`src/rtl/inst_fetch_pkg.sv`:
```
// inst_fetch_pkg: shared codebase packages (Types, Parameters, PCType) and the fetch-local FetchType.
package Types;
    typedef logic [31:0] addr_t;
endpackage


package PCType;
    typedef enum logic [1:0] {NONE, INC, LOAD} pc_cmd_t;
endpackage

package FetchType;
    typedef enum logic [1:0] {IDLE, REQ, HOLD, FAULT} fetch_state_t;
    localparam logic [1:0] ALIGN_MASK = 2'b11;
    function automatic logic misaligned(input logic [1:0] lsb);
        return |(lsb & ALIGN_MASK);
    endfunction
endpackage

```
`src/rtl/fetch_perf_counter.sv`:
```
// fetch_perf_counter: 32-bit event counter with increment enable, wrapping modulo 2^32.
module fetch_perf_counter (
    input  logic        clk,
    input  logic        rst,
    input  logic        inc_i,
    output logic [31:0] count_o
);
    logic [31:0] count_q;
    always_ff @(posedge clk or negedge rst) begin
        if (!rst) count_q <= '0;
        else if (inc_i) count_q <= count_q + 32'd1;
    end
    assign count_o = count_q;
endmodule

```
`src/rtl/inst_fetch.sv`:
```
// inst_fetch: fetch stage between the PC register and decode, with a req/ack instruction memory port.
// Defining INST_FETCH_PERF_EN adds the perf_fetched / perf_stall counter outputs.
module inst_fetch
    import Types::*, PCType::*, FetchType::*;
#(
    parameter int ADDR_W = $bits(addr_t),
    parameter int INST_W = 32
) (
    input  logic              clk,
    input  logic              rst,
    input  logic [ADDR_W-1:0] pc,
    output pc_cmd_t           pc_cmd,
    output logic [ADDR_W-1:0] load_pc,
    input  logic              redirect_valid,
    input  logic [ADDR_W-1:0] redirect_pc,
    output logic              imem_req,
    output logic [ADDR_W-1:0] imem_addr,
    input  logic              imem_ack,
    input  logic [INST_W-1:0] imem_rdata,
    input  logic              imem_err,
    output logic [INST_W-1:0] inst,
    output logic              inst_valid,
    input  logic              inst_ready,
    output logic              fault
`ifdef INST_FETCH_PERF_EN
    ,
    output logic [31:0]       perf_fetched,
    output logic [31:0]       perf_stall
`endif
);
    fetch_state_t      state_q;
    logic              squash_q, inst_valid_q, fault_q;
    logic [INST_W-1:0] inst_q;
    logic [ADDR_W-1:0] addr_q;
    logic              redir, bad_redir, accept;

    // A squashed request keeps its original address even though the PC has already been reloaded.
    always_comb begin
        redir     = rst && redirect_valid && state_q != FAULT;
        bad_redir = redir && misaligned(redirect_pc[1:0]);
        accept    = state_q == REQ && imem_ack && !squash_q && !imem_err && !redirect_valid;
        imem_req  = state_q == REQ;
        imem_addr = squash_q ? addr_q : pc;
        pc_cmd    = redir && !bad_redir ? LOAD : accept ? INC : NONE;
        load_pc   = redir && !bad_redir ? redirect_pc : '0;
    end

    always_ff @(posedge clk or negedge rst) begin
        if (!rst) begin
            state_q      <= IDLE;
            squash_q     <= 1'b0;
            inst_q       <= '0;
            inst_valid_q <= 1'b0;
            fault_q      <= 1'b0;
            addr_q       <= '0;
        end else begin
            addr_q <= imem_addr;
            if (bad_redir) begin
                state_q      <= FAULT;
                fault_q      <= 1'b1;
                inst_valid_q <= 1'b0;
                squash_q     <= 1'b0;
            end else begin
                case (state_q)
                    IDLE: state_q <= REQ;
                    REQ: begin
                        if (imem_ack) begin
                            squash_q <= 1'b0;
                            if (accept) begin
                                inst_q       <= imem_rdata;
                                inst_valid_q <= 1'b1;
                                state_q      <= HOLD;
                            end else if (!squash_q && !redirect_valid) begin
                                fault_q <= 1'b1;
                                state_q <= FAULT;
                            end
                        end else if (redirect_valid) begin
                            squash_q <= 1'b1;
                        end
                    end
                    HOLD: begin
                        if (redirect_valid || inst_ready) begin
                            inst_valid_q <= 1'b0;
                            state_q      <= REQ;
                        end
                    end
                    default: ;
                endcase
            end
        end
    end

    assign inst       = inst_q;
    assign inst_valid = inst_valid_q;
    assign fault      = fault_q;

`ifdef INST_FETCH_PERF_EN
    fetch_perf_counter u_fetched (
        .clk     (clk),
        .rst     (rst),
        .inc_i   (accept),
        .count_o (perf_fetched)
    );
    fetch_perf_counter u_stall (
        .clk     (clk),
        .rst     (rst),
        .inc_i   ((state_q == REQ && !imem_ack) || (state_q == HOLD && !inst_ready)),
        .count_o (perf_stall)
    );
`endif
endmodule

```
`config.mk`:
```
export PLATFORM = sky130hd
export DESIGN_NAME = inst_fetch
export DESIGN_NICKNAME = d
export VERILOG_FILES = /design/src/rtl/inst_fetch_pkg.sv /design/src/rtl/fetch_perf_counter.sv /design/src/rtl/inst_fetch.sv
export SDC_FILE = /design/constraint.sdc
export NUM_CORES = 1
export LEC_CHECK = 0
export ABC_AREA = 1
export BUFFER_PORTS_ARGS = -buffer_cell sky130_fd_sc_hd__buf_2
export CAP_MARGIN = 20
export CORE_UTILIZATION = 38
export CTS_CLUSTER_DIAMETER = 150
export DETAILED_ROUTE_END_ITERATION = 10
export PLACE_DENSITY = 0.83
export SLEW_MARGIN = 20
export SYNTH_ARGS = -nofsm -noshare
export SYNTH_HDL_FRONTEND = slang
export SYNTH_SLANG_ARGS = --single-unit
```
`constraint.sdc`:
```
create_clock -name clk -period 1.2 [get_ports clk]
set_input_delay 0.12 -clock clk [delete_from_list [all_inputs] [get_ports clk]]
set_output_delay 0.12 -clock clk [all_outputs]
set_load 0.05 [all_outputs]
```
==> run_results.csv, run 1 <==
group,metric,value,unit
outcome,status,"complete, but fails checks",
outcome,failed_checks,"negative setup slack",
sta,tns,-57.36,ns
sta,rsz0062_at_grt,"yes",
floorplanning,fp.dieW,91.6,um
route,ant_nets,0,
logic_synthesis,synth_area_leaders,"dfrtp_1 (57%), mux2_2 (12%), nand2_1 (9.5%), o21ai_0 (5.7%), inv_1 (5.0%)",
clock_tree,ctsRootBufferMaster,"clkbuf_8",
setup_path,critPathKind,"flop to output port",
setup_path,crit_required,1.08,ns
clock_tree,cts_tree,"done",
finish,synthToLayoutAreaGrowth,118,%
route,wl_per_cell,21.6,um
clock_tree,clkTransAtPathRegs,0.11,ns
logic_synthesis,ys.warnings.count,0,
grt,grt_first_pass_wirelength,20.4,mm
logic_synthesis,synthFlopType,"dfrtp_1",
grt,first_global_vias,3856,
route,num_vias,3706,
finish,n_antenna_cell,0,
clock_tree,worstSkewPairLatency,0.36,ns
power_and_ir_drop,ir_drop,0.00154,V
setup_path,endpoint_kind,"output port",
logic_synthesis,ys_top_cells_by_count,"nand2_1 (77), dfrtp_1 (69), inv_1 (41)",
clock_tree,cts_buffer_depth,2,
logic_synthesis,synth.top_cell.area_share,0.566,
floorplanning,row_count,32,
sta,period_needed,1.87,ns
sta,worst_pin_slew,0.868,ns
logic_synthesis,synth_compound_area_frac,0.0640,
sta,max_slew_margin,0.421,
place,hpwl,6.75,mm
sta,finalCritPeriodShare,1.56,
setup_path,crit_chain,"nand2_2, nand4_1, buf_6, buf_12, buf_12, nor2_4, buf_12",
logic_synthesis,synth_xor_area_frac,0,
place,place_congestion,0.804,
floorplanning,die-area,8390,um^2
logic_synthesis,synth_top_family_by_area,"simple AND/OR/NAND/NOR gates",
logic_synthesis,synth.most_common_cell,"nand2_1",
clock_tree,htreeDepth,3,
setup_path,worst-path-max-fanout,7,
route,wl,15.6,mm
logic_synthesis,synth-edff-count,0,
logic_synthesis,synth_simple_gate_area_frac,0.161,
logic_synthesis,syn_area_per_cell,9.57,um^2
floorplanning,die_y,91.6,um
setup_path,crit_slowest_cell,"dfrtp_1",
sta,max_clock_freq,533,MHz
setup_path,crit_top_cell,"buf_12",
sta,finalHoldViolCount,0,
logic_synthesis,yosysTopAreaCell,"dfrtp_1",
route,via_per_inst,5.14,
logic_synthesis,synth_cells,319,
power_and_ir_drop,powerDensity,2370,nW/um^2
setup_path,arrival,1.75,ns
route,drc,0,
sta,setup_viol,117,
grt,grtUsageTotal,0.321,
place,port_buffers,200,
finish,nets,716,
clock_tree,cts_buffers,9,
clock_tree,cts_num_sinks,69,
sta,drv_slew,0,
route,drt_pass1_iterations,4,
logic_synthesis,syn_area,3050,um^2
sta,timing.final.ws_setup,-0.675,ns
setup_path,r2r_slack,-0.58,ns
finish,drive_above_1_share,0.656,
logic_synthesis,seq_area_frac_synth,0.566,
power_and_ir_drop,leakagePower,3.45,nW
route,drt-initial-drc-count,192,
setup_path,slowest_delay,0.41,ns
logic_synthesis,async_flop_share,1.00,
floorplanning,start_util,0.395,
setup_path,startpoint_type,"flop",
power_and_ir_drop,total_power,15.8,mW
logic_synthesis,synthMuxAreaShare,0.118,
min_path,hold_class,"primary input to flop",
flow_run,drv_cap,0,
logic_synthesis,synth_cell_type_count,22,
grt,overflow,0,
logic_synthesis,ys_seq_elements,69,
floorplanning,core_area,7730,um^2
floorplanning,io_pins,203,
grt,grt_start_max_net_pins,70,
grt,antenna_found_initial,0,
logic_synthesis,synth_adder_area_share,0,
sta,fin_skew,0.0184,ns
place,preCtsSetupSlack,-0.204,ns
placed cells by master, fill, tap and decap left out:
| master | netlist | final |
|---|---|---|
| dfrtp_2 | 0 | 1 |
| inv_4 | 0 | 1 |
| conb_1 | 1 | 2 |
| nand2_4 | 0 | 3 |
| o21ai_0 | 35 | 3 |
| nor2_4 | 1 | 31 |
| clkinv_4 | 0 | 1 |
| mux2_4 | 0 | 32 |
| buf_8 | 0 | 30 |
| nand3_2 | 0 | 1 |
| buf_16 | 0 | 3 |
| o21ai_4 | 0 | 1 |
| buf_2 | 6 | 135 |
| bufbuf_16 | 0 | 1 |
| o211ai_1 | 1 | 1 |
| o21ai_2 | 0 | 20 |
| dfrtp_1 | 69 | 68 |
| buf_4 | 2 | 12 |
| buf_12 | 0 | 14 |
| nor2_2 | 0 | 3 |
| o21ai_1 | 0 | 11 |
| bufinv_16 | 0 | 3 |
| dlygate4sd3_1 | 0 | 32 |
| inv_8 | 0 | 2 |
| o21bai_1 | 1 | 1 |
| buf_6 | 4 | 72 |
| inv_6 | 0 | 2 |
| nand2_2 | 1 | 23 |
| nand3_4 | 1 | 2 |
| clkbuf_16 | 0 | 2 |
| clkbuf_8 | 0 | 9 |
| nor2_8 | 1 | 1 |
| inv_1 | 41 | 40 |
| a21oi_1 | 1 | 1 |
| nand2_1 | 77 | 52 |
| nand4_1 | 2 | 2 |
| clkinvlp_4 | 0 | 1 |
per-layer routing:
layer,wire (um),track usage
met5,0,0
met4,1120,0.167
met3,1460,0.0896
met2,7930,0.589
met1,5090,0.330
cells by family (layout without fill, tap and decap cells):
family | Yosys count | in the layout
multiplexers | 32 | 32
AND/OR/NAND/NOR | 118 | 118
buffers and inverters | 61 | 360
AO/OA/AOI/OAI | 38 | 38
flip-flops | 69 | 69
other | 1 | 2
final timing paths:
kind | start | to | cells past startpoint
hold reg to reg | inst[16]$_DFFE_PN0P_ | inst[16]$_DFFE_PN0P_ | 2
min in group asynchronous | rst | addr_q[0]$_DFF_PN0_ | 2
setup / recovery | state_q[0]$_DFFE_PN0P_ | load_pc[8] | 7
hold / removal | pc[5] | addr_q[5]$_DFF_PN0_ | 2
max in group asynchronous | rst | squash_q$_DFFE_PN0P_ | 2
setup reg to reg | state_q[0]$_DFFE_PN0P_ | inst[11]$_DFFE_PN0P_ | 12
through the flow:
step	instance area (um^2)	hold WS [ns]	instances	utilization
2_1_floorplan	3460	-0.176	320	-
3_3_place_gp	4790	0.319	643	0.620
3_5_place_dp	4790	0.325	643	0.620
4_1_cts	6400	0.000861	714	0.828
5_1_grt	6660	-0.000637	721	0.862
6_report	6660	0.00198	721	0.862
critical path, delay by kind of cell, from the launching register on:
kind	cells	cell delay, ns
flops	1	0.41
simple gates	3	0.38
buf+inv	4	0.60
final cells by class:
type                    instances  area, um^2
well taps                     102         128
clock buffers                   9         124
fillers                       349        1060
clock inverters                 7         130
multi-input cells             190        1590
repair buffers                301        2790
inverters                      43         173
flip-flops and latches         69        1730
flip-flops by register name, summed over array words and instances (netlist names):
name,count
state_q,2
inst_valid,1
fault,1
inst,32
squash_q,1
addr_q,32
timing repair:
action / 4_1_cts / 5_1_grt
cloned: 5 / 2
pin swaps: 4 / 15
endpoints found under the setup margin: 110 / 115
hold buffers: 32 / 0
buffers inserted: 18 / 18
resized for setup: 224 / 69
hold endpoints to repair: 32 / 0
where the power goes:
group / total [mW] / internal (mW) / switching, mW
sequential: 3.82 / 3.23 / 0.592
clock: 2.46 / 1.42 / 1.04
combinational: 9.54 / 3.71 / 5.83
total: 15.8 / 8.36 / 7.46
Power figures use the tool's default switching activity.
==> inputs of run 2 (changes only) <==
--- a/config.mk
+++ b/config.mk
@@ -8,10 +8,11 @@
 export ABC_AREA = 1
 export BUFFER_PORTS_ARGS = -buffer_cell sky130_fd_sc_hd__buf_2
 export CAP_MARGIN = 20
-export CORE_UTILIZATION = 38
+export CORE_UTILIZATION = 47
+export CTS_BUF_LIST = sky130_fd_sc_hd__clkbuf_2 sky130_fd_sc_hd__clkbuf_4 sky130_fd_sc_hd__clkbuf_8
 export CTS_CLUSTER_DIAMETER = 150
 export DETAILED_ROUTE_END_ITERATION = 10
-export PLACE_DENSITY = 0.83
+export PLACE_DENSITY = 0.95
 export SLEW_MARGIN = 20
 export SYNTH_ARGS = -nofsm -noshare
 export SYNTH_HDL_FRONTEND = slang
==> constraint.sdc (replaced) <==
create_clock -name clk -period 2.3 [get_ports clk]
set_input_delay 0.23 -clock clk [delete_from_list [all_inputs] [get_ports clk]]
set_output_delay 0.23 -clock clk [all_outputs]
set_load 0.05 [all_outputs]
==> run_results.csv, run 2 (synthesized netlist as in run 1, its figures left out) <==
group,metric,value,unit
outcome,status,"completed",
grt,grtUsageTotal,0.244,
grt,grt_util_met3,0.0571,
route,drt_pass1_iterations,4,
power_and_ir_drop,p_comb_frac,0.527,
place,hpwl,6.35,mm
power_and_ir_drop,switching_power,3.10,mW
grt,use_met2,0.448,
finish,nets,620,
setup_path,critPathKind,"flop to output port",
grt,use_met1,0.265,
setup_path,cp_top_family,"flip-flops",
clock_tree,cts_tree,"done",
clock_tree,hold_buffers,0,
clock_tree,cts_buffer_depth,2,
power_and_ir_drop,total_power,6.16,mW
clock_tree,post_cts_buffers,0,
power_and_ir_drop,leakagePower,2.54,nW
sta,tns,0,ns
sta,setup_viol,0,
sta,finalHoldViolCount,0,
route,wl,8.28,mm
finish,regArea,1730,um^2
grt,first_global_vias,2674,
clock_tree,worstSkewPairLatency,0.34,ns
route,num_vias,2845,
setup_path,worst-path-max-fanout,25,
grt,grt_first_pass_wirelength,12.1,mm
grt,grt-busiest-layer,"met2",
setup_path,startpoint_type,"flop",
power_and_ir_drop,ir_drop,0.000998,V
min_path,hold_class,"primary input to flop",
finish,synthToLayoutAreaGrowth,40.5,%
setup_path,crit_chain,"buf_12, mux2_2, buf_2",
setup_path,crit_slowest_cell,"dfrtp_1",
sta,worst_pin_slew,0.857,ns
floorplanning,die-area,6820,um^2
route,wl_per_cell,13.9,um
sta,finalCritPeriodShare,0.886,
route,drt-initial-drc-count,121,
floorplanning,start_util,0.501,
setup_path,cp_num_buf_inv,2,
power_and_ir_drop,p_seq_frac,0.308,
clock_tree,cts_buffers,9,
power_and_ir_drop,power_frac_clock,0.165,
sta,max_clock_freq,491,MHz
place,port_buffers,200,
floorplanning,core_area,6100,um^2
power_and_ir_drop,intPower,3.06,mW
place,place_congestion,0.738,
finish,layout_common_cells,"buf_2 (200), nand2_1 (77), dfrtp_1 (69)",
grt,antenna_found_initial,0,
finish,drive_above_1_share,0.493,
clock_tree,cts_num_sinks,69,
grt,grt_start_max_net_pins,70,
floorplanning,die_y,82.6,um
power_and_ir_drop,powerDensity,1440,nW/um^2
sta,drv_slew,0,
route,ant_nets,0,
finish,final_common_cell,"buf_2",
route,drc,0,
setup_path,crit_required,2.07,ns
sta,max_slew_margin,0.429,
sta,fin_skew,0.0104,ns
floorplanning,fp.dieW,82.6,um
power_and_ir_drop,switching_share,0.504,
finish,multi_input_comb_area,1050,um^2
setup_path,arrival,1.81,ns
finish,n_antenna_cell,0,
place,placed_cells,582,
setup_path,slowest_delay,0.63,ns
clock_tree,ctsResizeCount,0,
clock_tree,htreeDepth,3,
clock_tree,clkTransAtPathRegs,0.07,ns
clock_tree,ctsRootBufferMaster,"clkbuf_8",
floorplanning,io_pins,203,
finish,final_cells,596,
floorplanning,row_count,28,
setup_path,endpoint_kind,"output port",
grt,overflow,0,
finish,fillers,477,
sta,period_needed,2.04,ns
flow_run,drv_cap,0,
sta,rsz0062_at_grt,"no",
route,via_per_inst,4.77,
[run 2: cell types whose count changed in the layout (fill, tap and decap cells not counted), moves of 25 or more]
| cell | delta |
|---|---|
| buf_2 | +65 |
| buf_6 | -72 |
| buf_8 | -30 |
| dlygate4sd3_1 | -32 |
| mux2_2 | +32 |
| mux2_4 | -32 |
| nand2_1 | +25 |
| nor2_1 | +33 |
| nor2_4 | -30 |
| o21ai_0 | +32 |
[run 2: worst paths after layout]
check,start,slack (ns),endpoint,cells after the start
max,squash_q$_DFFE_PN0P_,0.26,imem_addr[10],3
min,imem_rdata[20],0.09,inst[20]$_DFFE_PN0P_,3
max reg2reg,squash_q$_DFFE_PN0P_,0.66,fault$_DFFE_PN0P_,5
min reg2reg,inst[11]$_DFFE_PN0P_,0.49,inst[11]$_DFFE_PN0P_,2
max in group asynchronous,rst,1.61,inst[10]$_DFFE_PN0P_,2
min in group asynchronous,rst,0.14,inst[28]$_DFFE_PN0P_,2
[run 2: layout make-up]
cell class,count,share of cell area
Clock buffer,13,0.0403
Sequential cell,69,0.403
Inverter,43,0.0376
Clock inverter,1,0.00700
Tap cell,75,0.0219
Multi-Input combinational cell,190,0.246
Timing Repair Buffer,205,0.245
[run 2: power by group through the flow]
stage,logic (mW),clock network (mW),registers (mW)
final,3.25,1.01,1.90
after global routing,3.43,1.08,1.95
after CTS,3.26,1.03,1.90
after detailed placement,3.26,0,1.92
after global placement,3.17,0,1.90
after floorplan,1.59,0,2.79
[run 2: stage by stage]
step,hold slack [ns],setup WS (ns),area (um^2),utilization
after global routing,0.0874,0.183,4290,0.704
after CTS,0.0807,0.252,4290,0.704
after floorplan,-0.0656,0.599,3060,-
after detailed placement,0.434,0.601,4090,0.670
after global placement,0.431,0.654,4090,0.670
final,0.0900,0.261,4290,0.704
[run 2: worst register-to-register path, stage by stage, from the launching register on]
cell,delay (ns)
dfrtp_1,0.54
nor2_4,0.22
nand3_4,0.12
nor2_8,0.20
buf_4,0.29
o211ai_1,0.13
[run 2: metal layers]
| metal | share of wire | wire [um] | vias to the layer above |
|---|---|---|---|
| met5 | 0 | 0 | - |
| met3 | 0.077 | 634 | 20 |
| met1 | 0.36 | 2970 | 1315 |
| met4 | 0.024 | 199 | 0 |
| li1 | - | - | 1375 |
| met2 | 0.54 | 4480 | 135 |
==> inputs of run 3 (changes only) <==
--- a/config.mk
+++ b/config.mk
@@ -13,6 +13,7 @@
 export CTS_CLUSTER_DIAMETER = 150
 export DETAILED_ROUTE_END_ITERATION = 10
 export PLACE_DENSITY = 0.95
+export RECOVER_POWER = 50
 export SLEW_MARGIN = 20
 export SYNTH_ARGS = -nofsm -noshare
 export SYNTH_HDL_FRONTEND = slang
==> run_results.csv, run 3 (synthesized netlist as in run 1, its figures left out) <==
group,metric,value,unit
outcome,status,"complete, but fails checks",
outcome,failed_checks,"max-capacitance violations, max-slew violations",
clock_tree,ctsResizeCount,0,
power_and_ir_drop,p_comb_frac,0.519,
power_and_ir_drop,power_frac_clock,0.167,
grt,overflow,0,
sta,max_clock_freq,490,MHz
power_and_ir_drop,powerDensity,1430,nW/um^2
grt,grt_start_max_net_pins,70,
floorplanning,core_area,6100,um^2
sta,tns,0,ns
route,ant_nets,0,
place,hpwl,6.35,mm
floorplanning,io_pins,203,
sta,period_needed,2.04,ns
flow_run,drv_cap,1,
setup_path,crit_required,2.07,ns
route,wl,8.24,mm
setup_path,crit_slowest_cell,"dfrtp_1",
min_path,min_path_cells,3,
clock_tree,cts_buffer_depth,2,
clock_tree,clkTransAtPathRegs,0.07,ns
power_and_ir_drop,switching_power,3.10,mW
route,drt_pass1_iterations,4,
setup_path,r2r_cells,5,
sta,setup_viol,0,
power_and_ir_drop,intPower,2.97,mW
finish,nets,620,
power_and_ir_drop,ir_drop,0.000982,V
setup_path,critPathKind,"flop to output port",
setup_path,r2r_end,"fault$_DFFE_PN0P_",
setup_path,timing.rr.start,"squash_q$_DFFE_PN0P_",
floorplanning,die_y,82.6,um
floorplanning,row_count,28,
route,via_per_inst,4.76,
setup_path,crit_chain,"buf_12, mux2_2, buf_2",
sta,finalHoldViolCount,0,
finish,layout_common_cells,"buf_2 (165), nand2_1 (77), dfrtp_1 (69)",
grt,first_global_vias,2674,
finish,final_common_cell,"buf_2",
route,num_vias,2838,
clock_tree,htreeDepth,3,
route,drc,0,
power_and_ir_drop,leakagePower,2.43,nW
min_path,hold_class,"primary input to flop",
grt,grt_first_pass_wirelength,12.1,mm
setup_path,worst-path-max-fanout,25,
sta,rsz0062_at_grt,"no",
min_path,hp-start,"imem_rdata[20]",
finish,final_core_util,0.696,
floorplanning,start_util,0.501,
clock_tree,ctsRootBufferMaster,"clkbuf_8",
finish,synthToLayoutAreaGrowth,39.0,%
power_and_ir_drop,p_seq_frac,0.314,
sta,fin_skew,0.00993,ns
place,port_buffers,200,
place,place_congestion,0.738,
setup_path,cp_top_family,"flip-flops",
sta,worst_pin_slew,1.70,ns
clock_tree,cts_buffers,9,
grt,grtUsageTotal,0.244,
route,drt-initial-drc-count,108,
finish,fillers,499,
floorplanning,fp.dieW,82.6,um
setup_path,cp_num_buf_inv,2,
sta,max_slew_margin,-0.133,
power_and_ir_drop,switching_share,0.511,
finish,n_antenna_cell,0,
floorplanning,die-area,6820,um^2
sta,finalCritPeriodShare,0.887,
clock_tree,cts_num_sinks,69,
route,wl_per_cell,13.8,um
setup_path,r2r_slack,0.65,ns
clock_tree,post_cts_buffers,0,
setup_path,startpoint_type,"flop",
clock_tree,hold_buffers,0,
clock_tree,cts_tree,"done",
clock_tree,worstSkewPairLatency,0.33,ns
min_path,whs_endpoint,"inst[20]$_DFFE_PN0P_",
setup_path,arrival,1.81,ns
setup_path,endpoint_kind,"output port",
sta,drv_slew,70,
grt,antenna_found_initial,0,
setup_path,slowest_delay,0.63,ns
finish,drive_above_1_share,0.415,
## run 3: final cells by class
type | instances | area, um^2 | share of cell area
repair buffers | 205 | 1000 | 0.237
inverters | 43 | 161 | 0.0380
clock inverters | 1 | 30.0 | 0.00708
clock buffers | 13 | 173 | 0.0407
flip-flops and latches | 69 | 1730 | 0.407
multi-input cells | 190 | 1050 | 0.248
well taps | 75 | 93.8 | 0.0221
## run 3: metal layers
layer  up-vias  GRT usage  routed length [um]
met4         0      0.110                 191
met1      1310      0.265                2970
met2       132      0.448                4480
met3        19     0.0571                 596
met5         -          0                   0
li1       1377          -                   -
## run 3: worst register-to-register path, stage by stage, from the launching register on
cell and delay [ns]:
dfrtp_1 0.55, nor2_4 0.22, nand3_4 0.12, nor2_8 0.20, buf_4 0.30, o211ai_1 0.14
## run 3: stage by stage
stage | std cells | worst slack [ns] | power, mW | area (um^2) | hold slack [ns]
floorplan | 320 | 0.599 | 4.39 | 3060 | -0.0656
global placement | 582 | 0.654 | 5.06 | 4090 | 0.431
detailed placement | 582 | 0.601 | 5.18 | 4090 | 0.434
CTS | 596 | 0.252 | 6.20 | 4290 | 0.0807
global route | 596 | 0.180 | 6.38 | 4240 | 0.0874
finish | 596 | 0.260 | 6.07 | 4240 | 0.0935
## run 3: worst max-delay path by stage
| stage | cells after the start | slack [ns] | to | startpoint |
|---|---|---|---|---|
| 3_5_place_dp | 3 | 0.60 | imem_addr[8] | squash_q$_DFFE_PN0P_ |
| 6_report | 3 | 0.26 | imem_addr[10] | squash_q$_DFFE_PN0P_ |
| 4_1_cts | 3 | 0.25 | imem_addr[8] | squash_q$_DFFE_PN0P_ |
| 2_1_floorplan | 4 | 0.60 | load_pc[22] | state_q[0]$_DFFE_PN0P_ |
| 5_1_grt | 3 | 0.18 | imem_addr[8] | squash_q$_DFFE_PN0P_ |
| 3_3_place_gp | 3 | 0.65 | imem_addr[13] | squash_q$_DFFE_PN0P_ |
## run 3: power groups by stage
stage | registers [mW] | logic (mW) | clock network (mW)
2_1_floorplan | 2.79 | 1.59 | 0
4_1_cts | 1.90 | 3.26 | 1.03
3_5_place_dp | 1.92 | 3.26 | 0
3_3_place_gp | 1.90 | 3.17 | 0
6_report | 1.91 | 3.15 | 1.01
5_1_grt | 1.96 | 3.34 | 1.08
